**config.mk**
```make
export PLATFORM = sky130hd
export DESIGN_NAME = unidade_load_store
export DESIGN_NICKNAME = d
export VERILOG_FILES = /design/src/rtl/unidade_load_store.sv
export SDC_FILE = /design/constraint.sdc
export NUM_CORES = 1
export LEC_CHECK = 0
export CORE_ASPECT_RATIO = 0.5
export CORE_MARGIN = 3
export CORE_UTILIZATION = 40
export CTS_BUF_LIST = sky130_fd_sc_hd__clkbuf_4
export CTS_CLUSTER_SIZE = 24
export DETAILED_ROUTE_END_ITERATION = 8
export GPL_TIMING_DRIVEN = 0
export MAX_ROUTING_LAYER = met4
export PLACE_DENSITY = 0.71
export SYNTH_ARGS = -nofsm -noshare
export SYNTH_HDL_FRONTEND = slang
export SYNTH_SLANG_ARGS = --single-unit
export TNS_END_PERCENT = 1
```
**constraint.sdc**
```tcl
create_clock -name clk -period 2.4 [get_ports clk]
set_input_delay 0.36 -clock clk [delete_from_list [all_inputs] [get_ports clk]]
set_output_delay 0.36 -clock clk [all_outputs]
set_load 0.005 [all_outputs]
```
**src/rtl/unidade_load_store.sv**
```systemverilog
// rtl/unidade_load_store.sv - multi-cycle load/store initiator for a word-addressed data memory
//
// Accepts one request from the core at a time, issues word-aligned memory
// cycles, extracts and extends byte/half loads and merges sub-word stores by
// read-modify-write.
//
// Ports:
//   clk, rst_n            clock, asynchronous active-low reset
//   start                 request strobe, honoured only in IDLE
//   is_store, op, addr    request kind, size code and byte address
//   store_data            store operand (low byte/half used for sub-word stores)
//   busy, done, erro      status; erro qualifies done
//   load_data             extended load result, held until the next load completes
//   mem_addr, mem_wdata   word address and write data to memory
//   mem_write             memory write enable (committed on the rising edge)
//   mem_rdata             combinational memory read data
module unidade_load_store (
    input  logic        clk,
    input  logic        rst_n,
    input  logic        start,
    input  logic        is_store,
    input  logic [2:0]  op,
    input  logic [31:0] addr,
    input  logic [31:0] store_data,
    output logic        busy,
    output logic        done,
    output logic        erro,
    output logic [31:0] load_data,
    output logic [31:0] mem_addr,
    output logic [31:0] mem_wdata,
    output logic        mem_write,
    input  logic [31:0] mem_rdata
);

    typedef enum logic [1:0] {S_IDLE, S_READ, S_WRITE, S_DONE} state_t;

    state_t      state_q, state_d;
    logic        is_store_q;
    logic [2:0]  op_q;
    logic [31:0] addr_q;
    logic [31:0] store_data_q;
    logic [31:0] word_q;
    logic [31:0] load_data_q;
    logic        erro_q;

    logic        req_err;
    logic        accept;
    logic [7:0]  lane_b;
    logic [15:0] lane_h;
    logic [31:0] ext_d;
    logic [31:0] merged;

    // Request check uses the live inputs because it is evaluated on the accept edge.
    always_comb begin
        req_err = 1'b0;
        case (op)
            3'b000, 3'b100: req_err = 1'b0;
            3'b001, 3'b101: req_err = addr[0];
            3'b010:         req_err = (addr[1:0] != 2'b00);
            default:        req_err = 1'b1;
        endcase
    end

    assign accept = (state_q == S_IDLE) && start;

    always_comb begin
        state_d = state_q;
        case (state_q)
            S_IDLE: begin
                if (start) begin
                    if (req_err)
                        state_d = S_DONE;
                    else if (is_store && (op == 3'b010))
                        state_d = S_WRITE;
                    else
                        state_d = S_READ;
                end
            end
            S_READ:  state_d = is_store_q ? S_WRITE : S_DONE;
            S_WRITE: state_d = S_DONE;
            S_DONE:  state_d = S_IDLE;
            default: state_d = S_IDLE;
        endcase
    end

    // Lane selection from the current memory word (load extract) and merge
    // of the store operand into the latched word (sub-word store).
    always_comb begin
        lane_b = 8'(mem_rdata >> {addr_q[1:0], 3'b000});
        lane_h = addr_q[1] ? mem_rdata[31:16] : mem_rdata[15:0];
        case (op_q[1:0])
            2'b00:   ext_d = {{24{lane_b[7] & ~op_q[2]}}, lane_b};
            2'b01:   ext_d = {{16{lane_h[15] & ~op_q[2]}}, lane_h};
            default: ext_d = mem_rdata;
        endcase

        merged = word_q;
        case (op_q[1:0])
            2'b00:   merged[{addr_q[1:0], 3'b000} +: 8]   = store_data_q[7:0];
            2'b01:   merged[{addr_q[1], 4'b0000} +: 16]   = store_data_q[15:0];
            default: merged = store_data_q;
        endcase
    end

    always_ff @(posedge clk or negedge rst_n) begin
        if (!rst_n) begin
            state_q      <= S_IDLE;
            is_store_q   <= 1'b0;
            op_q         <= 3'b000;
            addr_q       <= 32'h0;
            store_data_q <= 32'h0;
            word_q       <= 32'h0;
            load_data_q  <= 32'h0;
            erro_q       <= 1'b0;
        end else begin
            state_q <= state_d;
            if (accept) begin
                is_store_q   <= is_store;
                op_q         <= op;
                addr_q       <= addr;
                store_data_q <= store_data;
                erro_q       <= req_err;
            end
            if (state_q == S_READ) begin
                if (is_store_q)
                    word_q <= mem_rdata;
                else
                    load_data_q <= ext_d;
            end
        end
    end

    // Write strobe and data are decoded from state so that an asynchronous
    // reset during WRITE removes them before the next edge.
    assign busy      = (state_q != S_IDLE);
    assign done      = (state_q == S_DONE);
    assign erro      = (state_q == S_DONE) && erro_q;
    assign mem_write = (state_q == S_WRITE);
    assign mem_wdata = (state_q == S_WRITE) ? merged : 32'h0;
    assign mem_addr  = {addr_q[31:2], 2'b00};
    assign load_data = load_data_q;

endmodule

```
# --- Word-level counts from Yosys, hierarchy flattened ---
# Cells that the tools add are included.
word_totals:
  register_bits: 135
  latch_bits: 0
  ramBits: 0
  romBits: 0
  output_inout_bits: 100
  elab_cells: 52
  mem_count: 0
op_classes:
  addsub: 2
  mul: 0
  div_mod_pow: 0
  magnitude_cmp: 0
  n_eq_ne: 9
  shift: 5
  muxes: 12
  bitwise_logic: 4
  reduce_logical: 12
ops:
  columns: ["operator", "count"]
  rows:
  - ["one-hot mux 32 bit (2 select lines)", 2]
  - ["bitwise mux 32 bit", 2]
  - ["two-way mux 32 bit", 1]
  - ["variable shift 16 x 7 -> 32 bit, first input constant", 1]
  - ["variable shift 8 x 7 -> 32 bit, first input constant", 1]
  - ["variable part select 16 x 7 -> 32 bit", 1]
  - ["variable part select 8 x 7 -> 32 bit", 1]
  - [">> shifter 32 x 5 -> 8 bit", 1]
  - ["two-way mux 16 bit", 1]
  - ["negation 5 -> 7 bit", 2]
  - ["one-hot mux 2 bit (4 select lines)", 1]
  - ["== test 3 bit, second input constant", 2]
  - ["two-way mux 2 bit", 3]
  - ["== test 2 x 1 -> 1 bit, second input constant", 2]
  - ["== test 2 bit, second input constant", 2]
  - ["logical NOT 2 bit", 2]
  - ["AND reduction 2 bit", 2]
  - ["nonzero test 2 bit", 2]
  - ["OR reduction 2 bit", 2]
  - ["== test 3 x 1 -> 1 bit, second input constant", 1]
  - ["== test 3 x 2 -> 1 bit, second input constant", 1]
  - ["logical AND 1 bit", 3]
  - ["logical NOT 3 bit", 1]
  - ["one-hot mux 1 bit (3 select lines)", 1]
  - ["4 further kinds", 6]

# --- Longest topological paths before layout ---
logic_depth:
  depth_word: 6
  mapped_depth: 10
  mapped_depth_nobuf: 5

# --- Worst setup path before layout ---
# Ideal clock, no wire load.
synth_path:
  path_kind: "register to output"
  from: "register addr_q[1]"
  to: "output port mem_wdata[15]"
  arrival_ns: 2.250
  t_required_ns: 2.040
  setup_slack_ns: -0.210
  path_stages_with_launch: 11
  cell_sequence: "dfrtp_1 buf_4 buf_4 buf_2 inv_1 ha_1 or3b_1 clkbuf_1 buf_2 o22ai_1 a22o_1"
synth_via:
  elab_chain_cells: 5
  word_cells_on_any_way: 10
synth_rtl:
  columns: ["element", "line_no", "rtl"]
  rows:
  - ["start, declared", "40", "logic [31:0] addr_q;"]
  - ["start signal, assigned", "120", "addr_q <= addr;"]
  - ["negation 5 -> 7 bit (on tied branches)", "100, 99", null]
  - ["variable part select 16 x 7 -> 32 bit (tied with other cells)", "100", "2'b01: merged[{addr_q[1], 4'b0000} +: 16] = store_data_q[15:0];"]
  - ["bitwise mux 32 bit (on tied branches)", "100, 99", null]
  - ["one-hot mux 32 bit (2 select lines) *", "98", "case (op_q[1:0])"]
  - ["two-way mux 32 bit *", "139", "assign mem_wdata = (state_q == S_WRITE) ? merged : 32'h0;"]
  - ["end, declared", "30", "output logic [31:0] mem_wdata,"]
# Mark *: on every way between the ends. The rest lies on a longest branch, timed or not.

# --- Final worst setup path ---
layout_path:
  from: "register addr_q[1]"
  to: "output port mem_wdata[13]"
# Same word-level chain as after synthesis.

==> results by group <==
Yosys
  – Main flop type after synthesis: dfrtp_1
  – Synthesized area: approximately 0.0076 mm^2
  – Ys Warns: 0
  – Synth unique cells: 50
  – Synth Area per Inst: roughly 11 um^2
  – Post-synth EDFFs: 0
  – #FFs+latches synth: about 140
  – Synth async-reset ratio: 1.00
  – Register area share after synthesis: 0.445
  – Mapped Cells: ~700

STA
  – RSZ-0062 raised after global routing: yes
  – Slew Viols, Final: 0
  – Final min period: just under 3 ns
  – Rel. slew slack: 0.494
  – Least-Margin Pin Slew: between 0.7 and 0.8 ns
  – Final setup viols: 32
  – WHS: around 0.34 ns
  – Final hold viol count: 0
  – Fmax achieved: around 340 MHz
  – Final setup margin: -0.576 ns
  – Final Skew: about 0.031 ns
  – Fin crit share: 1.24

Cells and area
  – Fillers: around 1.5k
  – Fin nets: approximately 1.0k
  – Layout cells sized above 1: 0.327
  – Final instance area: between 0.01 and 0.015 mm^2
  – Ant. Diodes: 0
  – Core Util, Final: 0.585
  – Area grow syn2layout: 38.7%

Route
  – Vias per cell: approximately 5.7
  – 1st-pass router iterations: 5
  – DRC Markers: 0
  – Initial drt markers: between 400 and 500
  – Routed Wire Length: 25400 um
  – Vias: a little under 7k
  – Antenna viol nets, final: 0
  – Post-DR wirelength/cell: approximately 21 um

Global routing
  – Largest net degree at the start of global routing: between 70 and 80
  – Vias in the first global route: about 7k
  – GRT overflow: 0
  – Initial antenna violation count: 0
  – First-pass GRT wire length: 39000 um
  – GRT Overall Usage: 0.252

Floorplan
  – Top Ports: 203
  – Die X: 201 um
  – Site Rows: 34
  – Initial Util: 0.422
  – Core area: around 0.018 mm^2
  – Total die area: 0.0208 mm^2
  – Chip Height: between 100 and 150 um

Clocking
  – H-Tree Depth: 4
  – CTS root buf: clkbuf_4
  – Deepest clock path buffer count: 2
  – Clk_lat worst skew: 0.58 ns
  – CTS tree: built
  – Clk sinks: approximately 140
  – Num CTS Buffers: 17
  – Worst-path clk slew: approximately 0.13 ns

Outcome
  – Status: finished with violations
  – Violated checks: negative setup slack

Min path
  – Min-Delay Path Class: in2async

Place
  – Post-DP HPWL: ~19000 um
  – Port Buffer Count: 200
  – Final GP Congestion: 0.984
  – Setup Slack @ Placement: -0.979 ns
  – Placed Area: about 0.010 mm^2

Setup path
  – Worst EP arrival: between 2 and 3 ns
  – Worst path slowest cell: or3b_4
  – Startpoint Class: flop
  – Setup Crit Path Kind: reg2out
  – Largest stage delay on the critical path: around 0.43 ns
  – Worst-path maximum fanout: 6
  – Critical Path, Cell by Cell: buf_8, buf_12, buf_12, clkinv_8, ha_4, or3b_4, buf_8, o22ai_2, a22o_1, buf_2
  – Setup crit end kind: primary output
  – R2r setup slk: roughly 0.27 ns
  – WP data required: ~2.0 ns

Pwr
  – Maximum VDD drop: about 0.00057 V
  – LEAKAGE: about 4.4 nW
  – Total Power: 15.1 mW
  – Pwr Density: between 1000 and 1500 mW/mm^2

Flow run
  – Max_cap viols: 0
[path summary, 6_finish.rpt]
kind                            cells past startpoint                           end                    from
worst max-delay path                               10                 mem_wdata[13]   addr_q[1]$_DFFE_PN0P_
worst min-delay path                                2        addr_q[27]$_DFFE_PN0P_                   rst_n
worst max register to register                      5   store_data_q[4]$_DFFE_PN0P_  state_q[0]$_DFFE_PN0P_
worst min register to register                      1            erro_q$_DFFE_PN0P_      erro_q$_DFFE_PN0P_
max in group asynchronous                           3         word_q[4]$_DFFE_PN0P_                   rst_n
min in group clk                                    2  store_data_q[12]$_DFFE_PN0P_          store_data[12]
[metrics by stage]
| stage | cells | setup TNS (ns) |
|---|---|---|
| after floorplan | 702 | 0 |
| final | 1198 | -15.67 |
| after CTS | 1200 | -16.62 |
| after global placement | 1154 | -627.49 |
| after detailed placement | 1155 | -28.27 |
| after global routing | 1198 | -19.81 |
[report_power, final]
part | switching, mW | internal (mW)
Sequential | 1.00 | 3.45
Clock | 0.965 | 0.530
Combinational | 4.22 | 4.90
Total | 6.18 | 8.89
[synth_stat cells (9+ instances only)]
| cell type | n | area [um^2] |
|---|---|---|
| dfrtp_1 | 135 | 3380 |
| mux2_2 | 107 | 1200 |
| o22ai_1 | 38 | 238 |
| buf_4 | 37 | 278 |
| nand2_1 | 34 | 128 |
| nor2_1 | 30 | 113 |
| a21oi_1 | 24 | 120 |
| clkbuf_1 | 24 | 90.1 |
| inv_1 | 22 | 82.6 |
| buf_2 | 20 | 100 |
| o21ai_0 | 20 | 100 |
| a22o_1 | 17 | 149 |
| mux2i_1 | 17 | 170 |
| nand3b_1 | 16 | 120 |
| o211ai_1 | 14 | 105 |
| nand2b_1 | 13 | 81.3 |
| nor2b_1 | 13 | 81.3 |
| ha_1 | 10 | 125 |
| o22ai_2 | 10 | 125 |
| a21o_1 | 9 | 67.6 |
| a221oi_1 | 9 | 78.8 |
[worst max-delay path, delay by kind of cell, from the launching register on]
kind / cells / cell delay [ns]
AO/OA/AOI/OAI: 2 / 0.29
AND/OR/NAND/NOR: 1 / 0.43
buffers and inverters: 6 / 0.66
adder cells (fa/ha/maj): 1 / 0.26
flip-flops: 1 / 0.41
[routing by layer]
layer  GRT usage  vias to the layer above  routed length [um]
li1            -                     3024                   -
met1       0.333                     3397               11300
met2       0.383                      298               11400
met3      0.0631                       56                2130
met4      0.0863                        0                 614
met5           -                        -                   0
[what timing repair did]
action | CTS | global route
endpoints found under the hold margin | 57 | 0
resized for setup | 200 | 9
cloned | 1 | 0
pin swaps | 48 | 25
hold buffers | 1 | 0
setup buffers | 11 | 0
endpoints found under the setup margin | 32 | 33
[state kept, by name, summed over array words and instances, names as in the netlist]
signal,flops
state_q,2
erro_q,1
addr_q,32
is_store_q,1
load_data,32
op_q,3
store_data_q,32
word_q,32
[kinds of logic (layout without fill, tap and decap cells)]
| family | count (synthesis) | in the layout | share of synthesized area |
|---|---|---|---|
| AOI/OAI and AO/OA | 177 | 177 | 0.173 |
| adders and majority gates | 10 | 10 | 0.0165 |
| buffers and inverters | 114 | 358 | 0.0799 |
| DFF | 135 | 135 | 0.445 |
| muxes | 126 | 126 | 0.186 |
| other | 1 | 2 | 0.000494 |
| and+or+nand+nor | 138 | 138 | 0.0992 |
[cell usage in the layout (no fill, tap or decap), types with 17 or more instances in the layout]
master,count
nor2_1,29
mux2i_1,17
a21oi_1,24
dfrtp_1,133
clkbuf_4,19
nand2_1,34
buf_2,48
o22ai_2,25
buf_4,44
clkdlybuf4s50_1,166
o22ai_1,22
mux2_2,107
inv_1,20
a22o_1,17
[area by class of cell]
class | count | area [um^2] | area share
plain buffers | 89 | 624 | 0.0593
clock buffers | 17 | 128 | 0.0121
clock inverters | 15 | 140 | 0.0133
inverters | 23 | 98.8 | 0.00939
multi-input cells | 453 | 3820 | 0.363
flip-flops and latches | 135 | 3380 | 0.321
well taps | 252 | 315 | 0.0299
repair buffers | 214 | 2020 | 0.192
No activity file was read; power rests on OpenSTA's default activity.
